--- config.mk ---
export PLATFORM = sky130hd
export DESIGN_NAME = ddr_readback_engine_flat
export DESIGN_NICKNAME = d
export VERILOG_FILES = /design/src/rtl/ddr_rb_pkg.sv /design/src/rtl/ddr_readback_engine_if.sv /design/src/rtl/ddr_rb_out_stage.sv /design/src/rtl/ddr_readback_engine.sv /design/src/flat_wrapper.sv
export SDC_FILE = /design/constraint.sdc
export NUM_CORES = 1
export LEC_CHECK = 0
export CAP_MARGIN = 10
export CORE_MARGIN = 2
export CORE_UTILIZATION = 47
export CTS_CLUSTER_SIZE = 16
export DETAILED_ROUTE_END_ITERATION = 8
export PLACE_DENSITY_LB_ADDON = 0.3
export SLEW_MARGIN = 20
export SYNTH_ARGS = -nofsm -noshare
export SYNTH_HDL_FRONTEND = slang
export SYNTH_SLANG_ARGS = --single-unit
--- constraint.sdc ---
create_clock -name clk -period 2.3 [get_ports clk]
set_clock_uncertainty 0.15 [all_clocks]
set_input_delay 0.345 -clock clk [delete_from_list [all_inputs] [get_ports clk]]
set_output_delay 0.345 -clock clk [all_outputs]
set_load 0.01 [all_outputs]
--- src/rtl/ddr_rb_pkg.sv ---
// Shared definitions for the DDR readback engine: FSM encoding and default widths.
package ddr_rb_pkg;
  localparam int RB_ADX_W      = 27;
  localparam int RB_DATA_W     = 128;
  localparam int RB_ADX_STRIDE = 8;

  typedef enum logic [1:0] {
    ST_IDLE = 2'd0,
    ST_RUN  = 2'd1,
    ST_FIN  = 2'd2
  } state_e;
endpackage

--- src/rtl/ddr_readback_engine_if.sv ---
// Memory-interface read port and upload stream bundles used by the readback engine.
interface ddr_rb_mem_if
  import ddr_rb_pkg::*;
#(
  parameter int ADX_W  = RB_ADX_W,
  parameter int DATA_W = RB_DATA_W
);
  logic [ADX_W-1:0]  rd_adx_in;
  logic              read_req;
  logic              read_allowed;
  logic [DATA_W-1:0] rd_data_return;
  logic [ADX_W-1:0]  rd_adx_return;
  logic              has_return_data;
  logic              get_return_data;

  modport master (
    output rd_adx_in, read_req, get_return_data,
    input  read_allowed, rd_data_return, rd_adx_return, has_return_data
  );
  modport slave (
    input  rd_adx_in, read_req, get_return_data,
    output read_allowed, rd_data_return, rd_adx_return, has_return_data
  );
endinterface

interface ddr_rb_stream_if
  import ddr_rb_pkg::*;
#(
  parameter int ADX_W  = RB_ADX_W,
  parameter int DATA_W = RB_DATA_W
);
  logic [DATA_W-1:0] out_data;
  logic [ADX_W-1:0]  out_adx;
  logic              out_valid;
  logic              out_ready;

  modport master (output out_data, out_adx, out_valid, input out_ready);
  modport slave  (input out_data, out_adx, out_valid, output out_ready);
endinterface

--- src/rtl/ddr_rb_out_stage.sv ---
// Single-entry valid/ready output register; can_load says a new word may enter this cycle.
module ddr_rb_out_stage
  import ddr_rb_pkg::*;
#(
  parameter int ADX_W  = RB_ADX_W,
  parameter int DATA_W = RB_DATA_W
) (
  input  logic              clk,
  input  logic              resetn,
  input  logic              load,
  input  logic [DATA_W-1:0] in_data,
  input  logic [ADX_W-1:0]  in_adx,
  input  logic              out_ready,
  output logic              out_valid,
  output logic [DATA_W-1:0] out_data,
  output logic [ADX_W-1:0]  out_adx,
  output logic              can_load
);
  logic              vld_p0;
  logic [DATA_W-1:0] data_p0;
  logic [ADX_W-1:0]  adx_p0;

  assign can_load  = !vld_p0 || out_ready;
  assign out_valid = vld_p0;
  assign out_data  = data_p0;
  assign out_adx   = adx_p0;

  // Stage p0: holds the word until the consumer takes it.
  always_ff @(posedge clk) begin
    if (!resetn) begin
      vld_p0  <= 1'b0;
      data_p0 <= '0;
      adx_p0  <= '0;
    end else if (load) begin
      vld_p0  <= 1'b1;
      data_p0 <= in_data;
      adx_p0  <= in_adx;
    end else if (out_ready) begin
      vld_p0  <= 1'b0;
    end
  end
endmodule

--- src/rtl/ddr_readback_engine.sv ---
// Issues sequential DDR reads under a credit limit, checks return order, streams words out.
module ddr_readback_engine
  import ddr_rb_pkg::*;
#(
  parameter int ADX_W           = RB_ADX_W,
  parameter int DATA_W          = RB_DATA_W,
  parameter int ADX_STRIDE      = RB_ADX_STRIDE,
  parameter int MAX_OUTSTANDING = 8,
  parameter int CNT_W           = 24
) (
  input  logic             clk,
  input  logic             resetn,
  input  logic             start,
  input  logic [ADX_W-1:0] start_adx,
  input  logic [CNT_W-1:0] word_count,
  output logic             busy,
  output logic             done,
  output logic             error,
  ddr_rb_mem_if.master     mem,
  ddr_rb_stream_if.master  strm
);
  localparam int OCNT_W = $clog2(MAX_OUTSTANDING + 1);

  state_e             state, state_nxt;
  logic [ADX_W-1:0]   next_req_adx, exp_adx;
  logic [CNT_W-1:0]   count, issued, received;
  logic [OCNT_W-1:0]  outstanding;
  logic               error_r, done_r;
  logic               issue, pop, load, can_load, last_acc;

  assign busy                = (state == ST_RUN);
  assign done                = done_r;
  assign error               = error_r;
  assign mem.read_req        = issue;
  assign mem.get_return_data = pop;
  assign mem.rd_adx_in       = next_req_adx;
  assign load                = pop && (state == ST_RUN);

  always_comb begin
    state_nxt = state;
    issue     = 1'b0;
    pop       = 1'b0;
    last_acc  = (received == count) && can_load;
    case (state)
      ST_IDLE: begin
        // Stale returns from an aborted run are drained and dropped here.
        pop = mem.has_return_data;
        if (start && (word_count != '0)) state_nxt = ST_RUN;
      end
      ST_RUN: begin
        issue = (issued != count) && (outstanding < OCNT_W'(MAX_OUTSTANDING)) && mem.read_allowed;
        pop   = mem.has_return_data && can_load;
        if (last_acc) state_nxt = ST_FIN;
      end
      ST_FIN:  state_nxt = ST_IDLE;
      default: state_nxt = ST_IDLE;
    endcase
  end

  always_ff @(posedge clk) begin
    if (!resetn) state <= ST_IDLE;
    else         state <= state_nxt;
  end

  always_ff @(posedge clk) begin
    if (!resetn) begin
      next_req_adx <= '0;
      exp_adx      <= '0;
      count        <= '0;
      issued       <= '0;
      received     <= '0;
      outstanding  <= '0;
      error_r      <= 1'b0;
      done_r       <= 1'b0;
    end else begin
      done_r <= 1'b0;
      if (state == ST_IDLE && start) begin
        if (word_count == '0) begin
          done_r <= 1'b1;
        end else begin
          next_req_adx <= start_adx;
          exp_adx      <= start_adx;
          count        <= word_count;
          issued       <= '0;
          received     <= '0;
          outstanding  <= '0;
          error_r      <= 1'b0;
        end
      end
      if (state == ST_RUN) begin
        if (issue) begin
          issued       <= issued + CNT_W'(1);
          next_req_adx <= next_req_adx + ADX_W'(ADX_STRIDE);
        end
        if (pop) begin
          received <= received + CNT_W'(1);
          exp_adx  <= exp_adx + ADX_W'(ADX_STRIDE);
          // Out-of-order or unrequested data is flagged but still forwarded.
          if ((mem.rd_adx_return != exp_adx) || (outstanding == '0)) error_r <= 1'b1;
        end
        case ({issue, pop})
          2'b10:   outstanding <= outstanding + OCNT_W'(1);
          2'b01:   if (outstanding != '0) outstanding <= outstanding - OCNT_W'(1);
          default: outstanding <= outstanding;
        endcase
        if (last_acc) done_r <= 1'b1;
      end
    end
  end

  ddr_rb_out_stage #(.ADX_W(ADX_W), .DATA_W(DATA_W)) u_out_stage (
    .clk       (clk),
    .resetn    (resetn),
    .load      (load),
    .in_data   (mem.rd_data_return),
    .in_adx    (mem.rd_adx_return),
    .out_ready (strm.out_ready),
    .out_valid (strm.out_valid),
    .out_data  (strm.out_data),
    .out_adx   (strm.out_adx),
    .can_load  (can_load)
  );
endmodule

--- src/flat_wrapper.sv ---
// flat-port wrapper written by rule: the top's interface ports become plain ports
module ddr_readback_engine_flat import ddr_rb_pkg::*;
#(
  parameter int ADX_W           = RB_ADX_W,
  parameter int DATA_W          = RB_DATA_W,
  parameter int ADX_STRIDE      = RB_ADX_STRIDE,
  parameter int MAX_OUTSTANDING = 8,
  parameter int CNT_W           = 24
)
  (clk, resetn, start, start_adx, word_count, busy, done, error, mem_rd_adx_in, mem_read_req, mem_get_return_data, mem_read_allowed, mem_rd_data_return, mem_rd_adx_return, mem_has_return_data, strm_out_data, strm_out_adx, strm_out_valid, strm_out_ready);
  ddr_rb_mem_if #(.ADX_W(ADX_W), .DATA_W(DATA_W)) mem_i ();
  ddr_rb_stream_if #(.ADX_W(ADX_W), .DATA_W(DATA_W)) strm_i ();
  input  logic clk;
  input  logic resetn;
  input  logic start;
  input  logic [ADX_W-1:0] start_adx;
  input  logic [CNT_W-1:0] word_count;
  output logic busy;
  output logic done;
  output logic error;
  output wire logic [$bits(mem_i.rd_adx_in)-1:0] mem_rd_adx_in;
  output wire logic [$bits(mem_i.read_req)-1:0] mem_read_req;
  output wire logic [$bits(mem_i.get_return_data)-1:0] mem_get_return_data;
  input wire logic [$bits(mem_i.read_allowed)-1:0] mem_read_allowed;
  input wire logic [$bits(mem_i.rd_data_return)-1:0] mem_rd_data_return;
  input wire logic [$bits(mem_i.rd_adx_return)-1:0] mem_rd_adx_return;
  input wire logic [$bits(mem_i.has_return_data)-1:0] mem_has_return_data;
  output wire logic [$bits(strm_i.out_data)-1:0] strm_out_data;
  output wire logic [$bits(strm_i.out_adx)-1:0] strm_out_adx;
  output wire logic [$bits(strm_i.out_valid)-1:0] strm_out_valid;
  input wire logic [$bits(strm_i.out_ready)-1:0] strm_out_ready;
  assign mem_rd_adx_in = mem_i.rd_adx_in;
  assign mem_read_req = mem_i.read_req;
  assign mem_get_return_data = mem_i.get_return_data;
  assign mem_i.read_allowed = mem_read_allowed;
  assign mem_i.rd_data_return = mem_rd_data_return;
  assign mem_i.rd_adx_return = mem_rd_adx_return;
  assign mem_i.has_return_data = mem_has_return_data;
  assign strm_out_data = strm_i.out_data;
  assign strm_out_adx = strm_i.out_adx;
  assign strm_out_valid = strm_i.out_valid;
  assign strm_i.out_ready = strm_out_ready;
  ddr_readback_engine #(.ADX_W(ADX_W), .DATA_W(DATA_W), .ADX_STRIDE(ADX_STRIDE), .MAX_OUTSTANDING(MAX_OUTSTANDING), .CNT_W(CNT_W)) u_core (.clk(clk), .resetn(resetn), .start(start), .start_adx(start_adx), .word_count(word_count), .busy(busy), .done(done), .error(error), .mem(mem_i), .strm(strm_i));
endmodule
==> summary.md, run 1 <==
| Metric | Value |
|---|---|
| Status | finished with violations |
| Failing checks | setup timing |
| Core footprint | 27100 µm² |
| CP Max Fanout | 2 |
| Mapped Area | about 13000 µm² |
| Width of the die | between 150 and 200 µm |
| Lkg Pwr | 7.28 nW |
| Fin cells | 2533 |
| Fin. Hold Viols | 0 |
| Port Buffers | 399 |
| Seq cells post-synth | 290 |
| Slew @ Worst Pin | 0.492 ns |
| Largest net degree at the start of global routing | 97 |
| Final setup fails | 2 |
| Hold Path Origin | mem_rd_data_return[105] |
| Nets | 2354 |
| Antenna viol nets, final | 0 |
| Clock Tree Root | clkbuf_16 |
| Period utilisation layout | 111% |
| Worst setup margin | -0.252 ns |
| Vias per cell | around 5.5 |
| Post-synth top flop | dfxtp_1 |
| Syn nets | 1878 |
| Total gr overflow | 0 |
| Total track usage | 30.1% |
| Maximum vdd drop | 601 µV |
| DR WL/cell | 18.1 µm |
| Die area | 29000 µm² |
| # rows | 60 |
| Boundary pin count | 400 |
| GP Congestion | 0.926 |
| Number of DRC markers in iteration 0 | ~1400 |
| CTS tree | yes |
| Initial antenna violation count | 4 |
| Placed Cells incl. Taps | 2468 |
| H-tree depth | 1 |
| Critical path data arrival time | 2.06 ns |
| Vias in the first global route | between 10000 and 15000 |
| Endpoint, Worst Hold | u_core.u_out_stage.out_data[105] |
| First-pass GRT wire length | between 60 and 70 mm |
| DP HPWL | about 34 mm |
| Clock Tree Buf Depth | 3 |
| Clk pin slew, worst setup/hold paths | 0.06 ns |
| CP Class | reg2out |
| Starting Density | 48.0% |
| Setup tns final | -0.281 ns |
| Synth warnings | 0 |
| EDFF count, synth | 0 |
| Sink Count | 290 |
| Slew margin rel. | 66.9% |
| Post-place setup slack | -0.293 ns |
| Pwr Density | 644 nW/µm² |
| Yosys cell types | 67 |
| Post-Syn Area per Cell | between 7 and 8 µm² |
| Clock Latency Late Sink | 0.56 ns |
| Critical Path Source Type | flip-flop |
| FF-to-FF Start | u_core.count[0] |
| Worst R2R Setup Slack | -0.03 ns |
| Via count | 13971 |
| Worst EP required | between 1.5 and 2 ns |
| Fmax | 392 MHz |
| Post-route minimum period | 2.55 ns |
| Hold_ws | 0.172 ns |
| Residual DRC | 0 |
| R2r endpoint | u_core.outstanding[1] |
| Post-synth ARST share | 0% |
| Sequential element share of the synthesized area | 44.6% |
| Area delta synth->final | 49.7% |
| Drt pass-1 iters | 6 |
| CP Capture Type | output port |
| Die Y | 170 µm |
| Worst hold path class | in2reg |
| Final WL | 45.9 mm |
| Maxcap violations | 0 |
| Hold depth | 3 |
| R2R depth | 10 |
| Slew Limit Fails | 0 |
| Total CTS buffers | 31 |
| Syn Inst Count | 1660 |
| RSZ-0062 raised after global routing | true |
| Share of layout cells above drive strength 1 | 11.9% |
[cell type report]
class | count | area, µm²
Timing Repair Buffer | 553 | 5330
Sequential cell | 290 | 5820
Inverter | 17 | 75.1
Antenna cell | 2 | 5.00
Clock inverter | 8 | 93.8
Clock buffer | 48 | 900
Multi-Input combinational cell | 1243 | 6800
Fill cell | 2090 | 7620
Tap cell | 372 | 465
[worst max path at each step]
stage	startpoint	end	cells after the start
5_1_grt	u_core.count[0]	mem_read_req	7
4_1_cts	u_core.count[8]	mem_read_req	7
2_1_floorplan	u_core.mem.rd_adx_in[3]	u_core.mem.rd_adx_in[21]	7
3_3_place_gp	word_count[17]	u_core.received[7]	9
3_5_place_dp	word_count[17]	u_core.received[8]	9
6_report	u_core.count[0]	mem_read_req	7
[power by group]
part,total [mW],leakage [nW],internal (mW),switching [mW]
sequential,5.44,2.36,5.25,0.188
clock,4.97,0.491,2.89,2.08
combinational,2.12,4.43,1.10,1.02
[logic make-up (layout without fill, tap and decap cells)]
family	after synthesis	in the layout	share of synthesized area (%)
and+or+nand+nor	768	768	27.5
AOI/OAI and AO/OA	356	356	15.6
DFF	290	290	44.6
buffers and inverters	127	626	3.85
xor gates and xnor gates	94	94	6.33
muxes	19	19	1.54
adders and majority gates	6	6	0.577
other	0	2	0
[per-layer routing]
metal	GRT usage (%)	part of all wire, %	vias to the layer above
met5	0	0.065	-
met4	11.9	4.0	4
met3	7.07	8.9	111
met2	50.2	48	634
met1	37.6	39	6564
li1	-	-	6658
[cell usage in the layout (no fill, tap or decap), drive strengths merged, types with 7 or more instances in the layout]
master / instances
nor2: 52
xnor2: 34
dfxtp: 290
inv: 17
nand3: 72
o21ai: 38
a31oi: 11
mux2: 8
clkbuf: 48
or3: 9
mux2i: 11
o221ai: 8
o211ai: 17
clkdlybuf4s50: 395
and4: 7
a21oi: 236
buf: 155
nand4: 38
and2: 16
nor4: 29
nor3: 28
and3: 27
nand2: 456
xor2: 60
nand2b: 11
[critical path, stage by stage, from the launching register on]
cell and delay, ns:
dfxtp_2 0.34, xor2_2 0.20, nor4_4 0.33, nand4_1 0.13
buf_4 0.17, o21ai_4 0.13, inv_2 0.07, buf_6 0.12
[stage by stage]
stage | utilization (%) | cell area [µm²] | power (mW)
global route | 71.9 | 19500 | 13.0
global placement | 67.7 | 18300 | 7.58
CTS | 71.5 | 19400 | 12.5
finish | 71.9 | 19500 | 12.5
floorplan | - | 13000 | 6.38
detailed placement | 67.7 | 18300 | 7.61
[state kept, by name (all words and copies together), names as in the netlist, 4 cells and up]
signal,flops
u_core.u_out_stage.out_adx,27
u_core.outstanding,4
u_core.u_out_stage.out_data,128
u_core.issued,24
u_core.count,24
u_core.exp_adx,27
u_core.received,24
u_core.mem.rd_adx_in,27
[repair_timing]
item,CTS,global route
buffers inserted,2,5
endpoints found under the hold margin,1,0
endpoints found under the setup margin,4,27
gates resized for setup,17,15
gates cloned,0,0
pin swaps,3,8
hold buffers,1,0
[cell usage after synthesis, drive strengths merged (17+ instances only)]
cell type	count	area share (%)
a21oi	236	9.1
and3	27	1.3
buf	30	1.0
clkbuf	80	2.3
dfxtp	290	45
nand2	456	13
nand3	72	2.8
nand4	38	2.0
nor2	52	1.5
nor3	28	1.2
nor4	29	1.9
o211ai	17	0.98
o21ai	38	1.5
xnor2	34	2.3
xor2	60	4.0
(Power assumes the default switching activity.)
==> run 2, diff against run 1 <==
CORE_UTILIZATION = 56   (was 47)
DONT_BUFFER_PORTS = 1   (was not set)
==> summary.md, run 2 (same netlist as run 1, synthesis figures left out) <==
| Metric | Value |
|---|---|
| Maximum vdd drop | 534 µV (was 601 µV) |
| Design Power | 12.2 mW (was 12.5 mW) |
| Worst hold path class | in2reg (unchanged) |
| WP buf/inv | 2 (was 3) |
| Area delta synth->final | 32.7% (was 49.7%) |
| Nets | 2119 (was 2354) |
| Post-place setup slack | -0.125 ns (was -0.293 ns) |
| R2R depth | 10 (unchanged) |
| Drt pass-1 iters | 9 (was 6) |
| Crit-path slowest cell | nor4_2 (was dfxtp_2) |
| Util after Layout | 76.1% (was 71.9%) |
| Residual DRC | 0 (unchanged) |
| Slew margin rel. | 69.4% (was 66.9%) |
| Critical path cell sequence | xor2_1, nor4_2, nand4_1, o21ai_4, inv_4, buf_12 (was xor2_2, nor4_4, nand4_1, buf_4, o21ai_4, inv_2, buf_6) |
| Finished Cell Area | 17300 µm² (was 19500 µm²) |
| Critical path data arrival time | 2.12 ns (was 2.06 ns) |
| Slew Limit Fails | 0 (unchanged) |
| CP Max Fanout | 5 (was 2) |
| Status | finished with violations (unchanged) |
| Endpoint, Worst Hold | u_core.issued[5] (was u_core.u_out_stage.out_data[105]) |
| RSZ-0062 raised after global routing | true (unchanged) |
| CP Capture Type | output port (unchanged) |
| Crit-path max cell delay | 0.37 ns (was 0.34 ns) |
| Total track usage | 38.7% (was 30.1%) |
| H-tree depth | 1 (unchanged) |
| Post-route minimum period | 2.61 ns (was 2.55 ns) |
| Worst setup margin | -0.312 ns (was -0.252 ns) |
| Placed Cells incl. Taps | 1927 (was 2468) |
| Core footprint | 22700 µm² (was 27100 µm²) |
| First-pass GRT wire length | 74.5 mm (was 69.9 mm) |
| R2r endpoint | u_core.outstanding[1] (unchanged) |
| Number of DRC markers in iteration 0 | 1513 (was 1399) |
| Lkg Pwr | 6.46 nW (was 7.28 nW) |
| Vias per cell | 6.40 (was 5.52) |
| Commonest cells after routing, fill and taps aside | nand2_1 (454), dfxtp_1 (277), a21oi_1 (234) (was nand2_1 (453), clkdlybuf4s50_1 (395), dfxtp_1 (281)) |
| # rows | 55 (was 60) |
| Initial antenna violation count | 8 (was 4) |
| Clock Tree Buf Depth | 3 (unchanged) |
| Maxcap violations | 0 (unchanged) |
| Width of the die | 156 µm (was 170 µm) |
| Total gr overflow | 0 (unchanged) |
| Fin. Hold Viols | 0 (unchanged) |
| Final setup fails | 21 (was 2) |
| Worst R2R Setup Slack | -0.23 ns (was -0.03 ns) |
| Final WL | 50.9 mm (was 45.9 mm) |
| Crit-path leading delay family | simple AND/OR/NAND/NOR gates (unchanged) |
| Fin cells | 2216 (was 2533) |
| Share of layout cells above drive strength 1 | 12.1% (was 11.9%) |
| Die area | 24500 µm² (was 29000 µm²) |
| Hold Path Origin | resetn (was mem_rd_data_return[105]) |
| Most common cell after layout, fill and taps aside | nand2_1 (unchanged) |
| Sink Count | 290 (unchanged) |
| Port Buffers | 0 (was 399) |
| Starting Density | 57.3% (was 48.0%) |
| Boundary pin count | 400 (unchanged) |
| Critical Path Source Type | flip-flop (unchanged) |
| Clk pin slew, worst setup/hold paths | 0.06 ns (about the same) |
| FF-to-FF Start | u_core.issued[16] (was u_core.count[0]) |
| Area after DPL | 13800 µm² (was 18300 µm²) |
| Slew @ Worst Pin | 0.458 ns (was 0.492 ns) |
| Hold depth | 3 (unchanged) |
| Largest net degree at the start of global routing | 144 (was 97) |
| CTS tree | yes (unchanged) |
| Total CTS buffers | 30 (was 31) |
| Period utilisation layout | 114% (was 111%) |
| CP Class | reg2out (unchanged) |
| DP HPWL | 31.3 mm (was 33.5 mm) |
| Pwr Density | 704 nW/µm² (was 644 nW/µm²) |
| Max FFs per register | 128 (unchanged) |
| Antenna viol nets, final | 0 (unchanged) |
| Via count | 14189 (was 13971) |
| Worst EP required | 1.80 ns (about the same) |
| GP Congestion | 0.922 (was 0.926) |
| Fmax | 383 MHz (was 392 MHz) |
| DR WL/cell | 23.0 µm (was 18.1 µm) |
| Failing checks | setup timing (unchanged) |
| Clock Latency Late Sink | 0.56 ns (about the same) |
| Die Y | 156 µm (was 170 µm) |
| Vias in the first global route | 13559 (was 13120) |
| Clock Tree Root | clkbuf_16 (unchanged) |
## run 2: stage by stage
stage          TNS, ns  hold slack, ns
3_5_place_dp    -0.125           0.312
3_3_place_gp    -0.100           0.306
6_report         -2.52          0.0336
2_1_floorplan        0           0.275
5_1_grt          -3.87          0.0119
4_1_cts         -0.362         0.00644
## run 2: timing repair
item,in CTS,in global routing
hold endpoints to repair,259,0
resized for setup,21,38
endpoints found under the setup margin,3,63
pin swaps,8,16
setup buffers,7,7
hold buffers,209,0
cloned,2,2
## run 2: report_power, final
group | internal (mW) | switching (mW) | total, mW | leakage (nW)
sequential | 5.25 | 0.330 | 5.58 | 2.37
combinational | 0.753 | 0.916 | 1.67 | 3.61
clock | 2.84 | 2.06 | 4.91 | 0.477
## run 2: layer usage
metal / track usage [%] / vias to the layer above / routed length, µm
met5: 0.414 / - / 13
met4: 29.0 / 2 / 3980
met3: 13.8 / 319 / 6010
met2: 62.2 / 1098 / 23500
met1: 41.9 / 6562 / 17400
li1: - / 6208 / -
## run 2: how the worst max path moves through the flow
stage	slack [ns]	endpoint	cells past startpoint	from
6_report	-0.31	mem_read_req	6	u_core.issued[16]
3_3_place_gp	-0.10	u_core.outstanding[1]	8	u_core.outstanding[1]
3_5_place_dp	-0.12	u_core.outstanding[1]	8	u_core.outstanding[1]
5_1_grt	-0.37	mem_read_req	6	u_core.issued[23]
4_1_cts	-0.30	mem_read_req	6	u_core.count[12]
2_1_floorplan	0.18	u_core.mem.rd_adx_in[21]	7	u_core.mem.rd_adx_in[3]
## run 2: layout make-up
type                       instances  area [µm²]
multi-input combinational       1243        6860
sequential                       290        5830
fill                            1471        5440
timing repair buffer             319        3150
clock buffer                      45         877
tap                              285         357
clock inverter                     8         106
inverter                          17        77.6
antenna                            9        22.5
## run 2: worst register-to-register path, stage by stage, from the launching register on
cell and delay, ns:
dfxtp_4 0.35, xor2_1 0.15, nor4_2 0.37, nand4_1 0.25, o21ai_4 0.23, inv_4 0.06
buf_4 0.13, buf_4 0.14, buf_8 0.14, and4_1 0.16, a311o_1 0.28
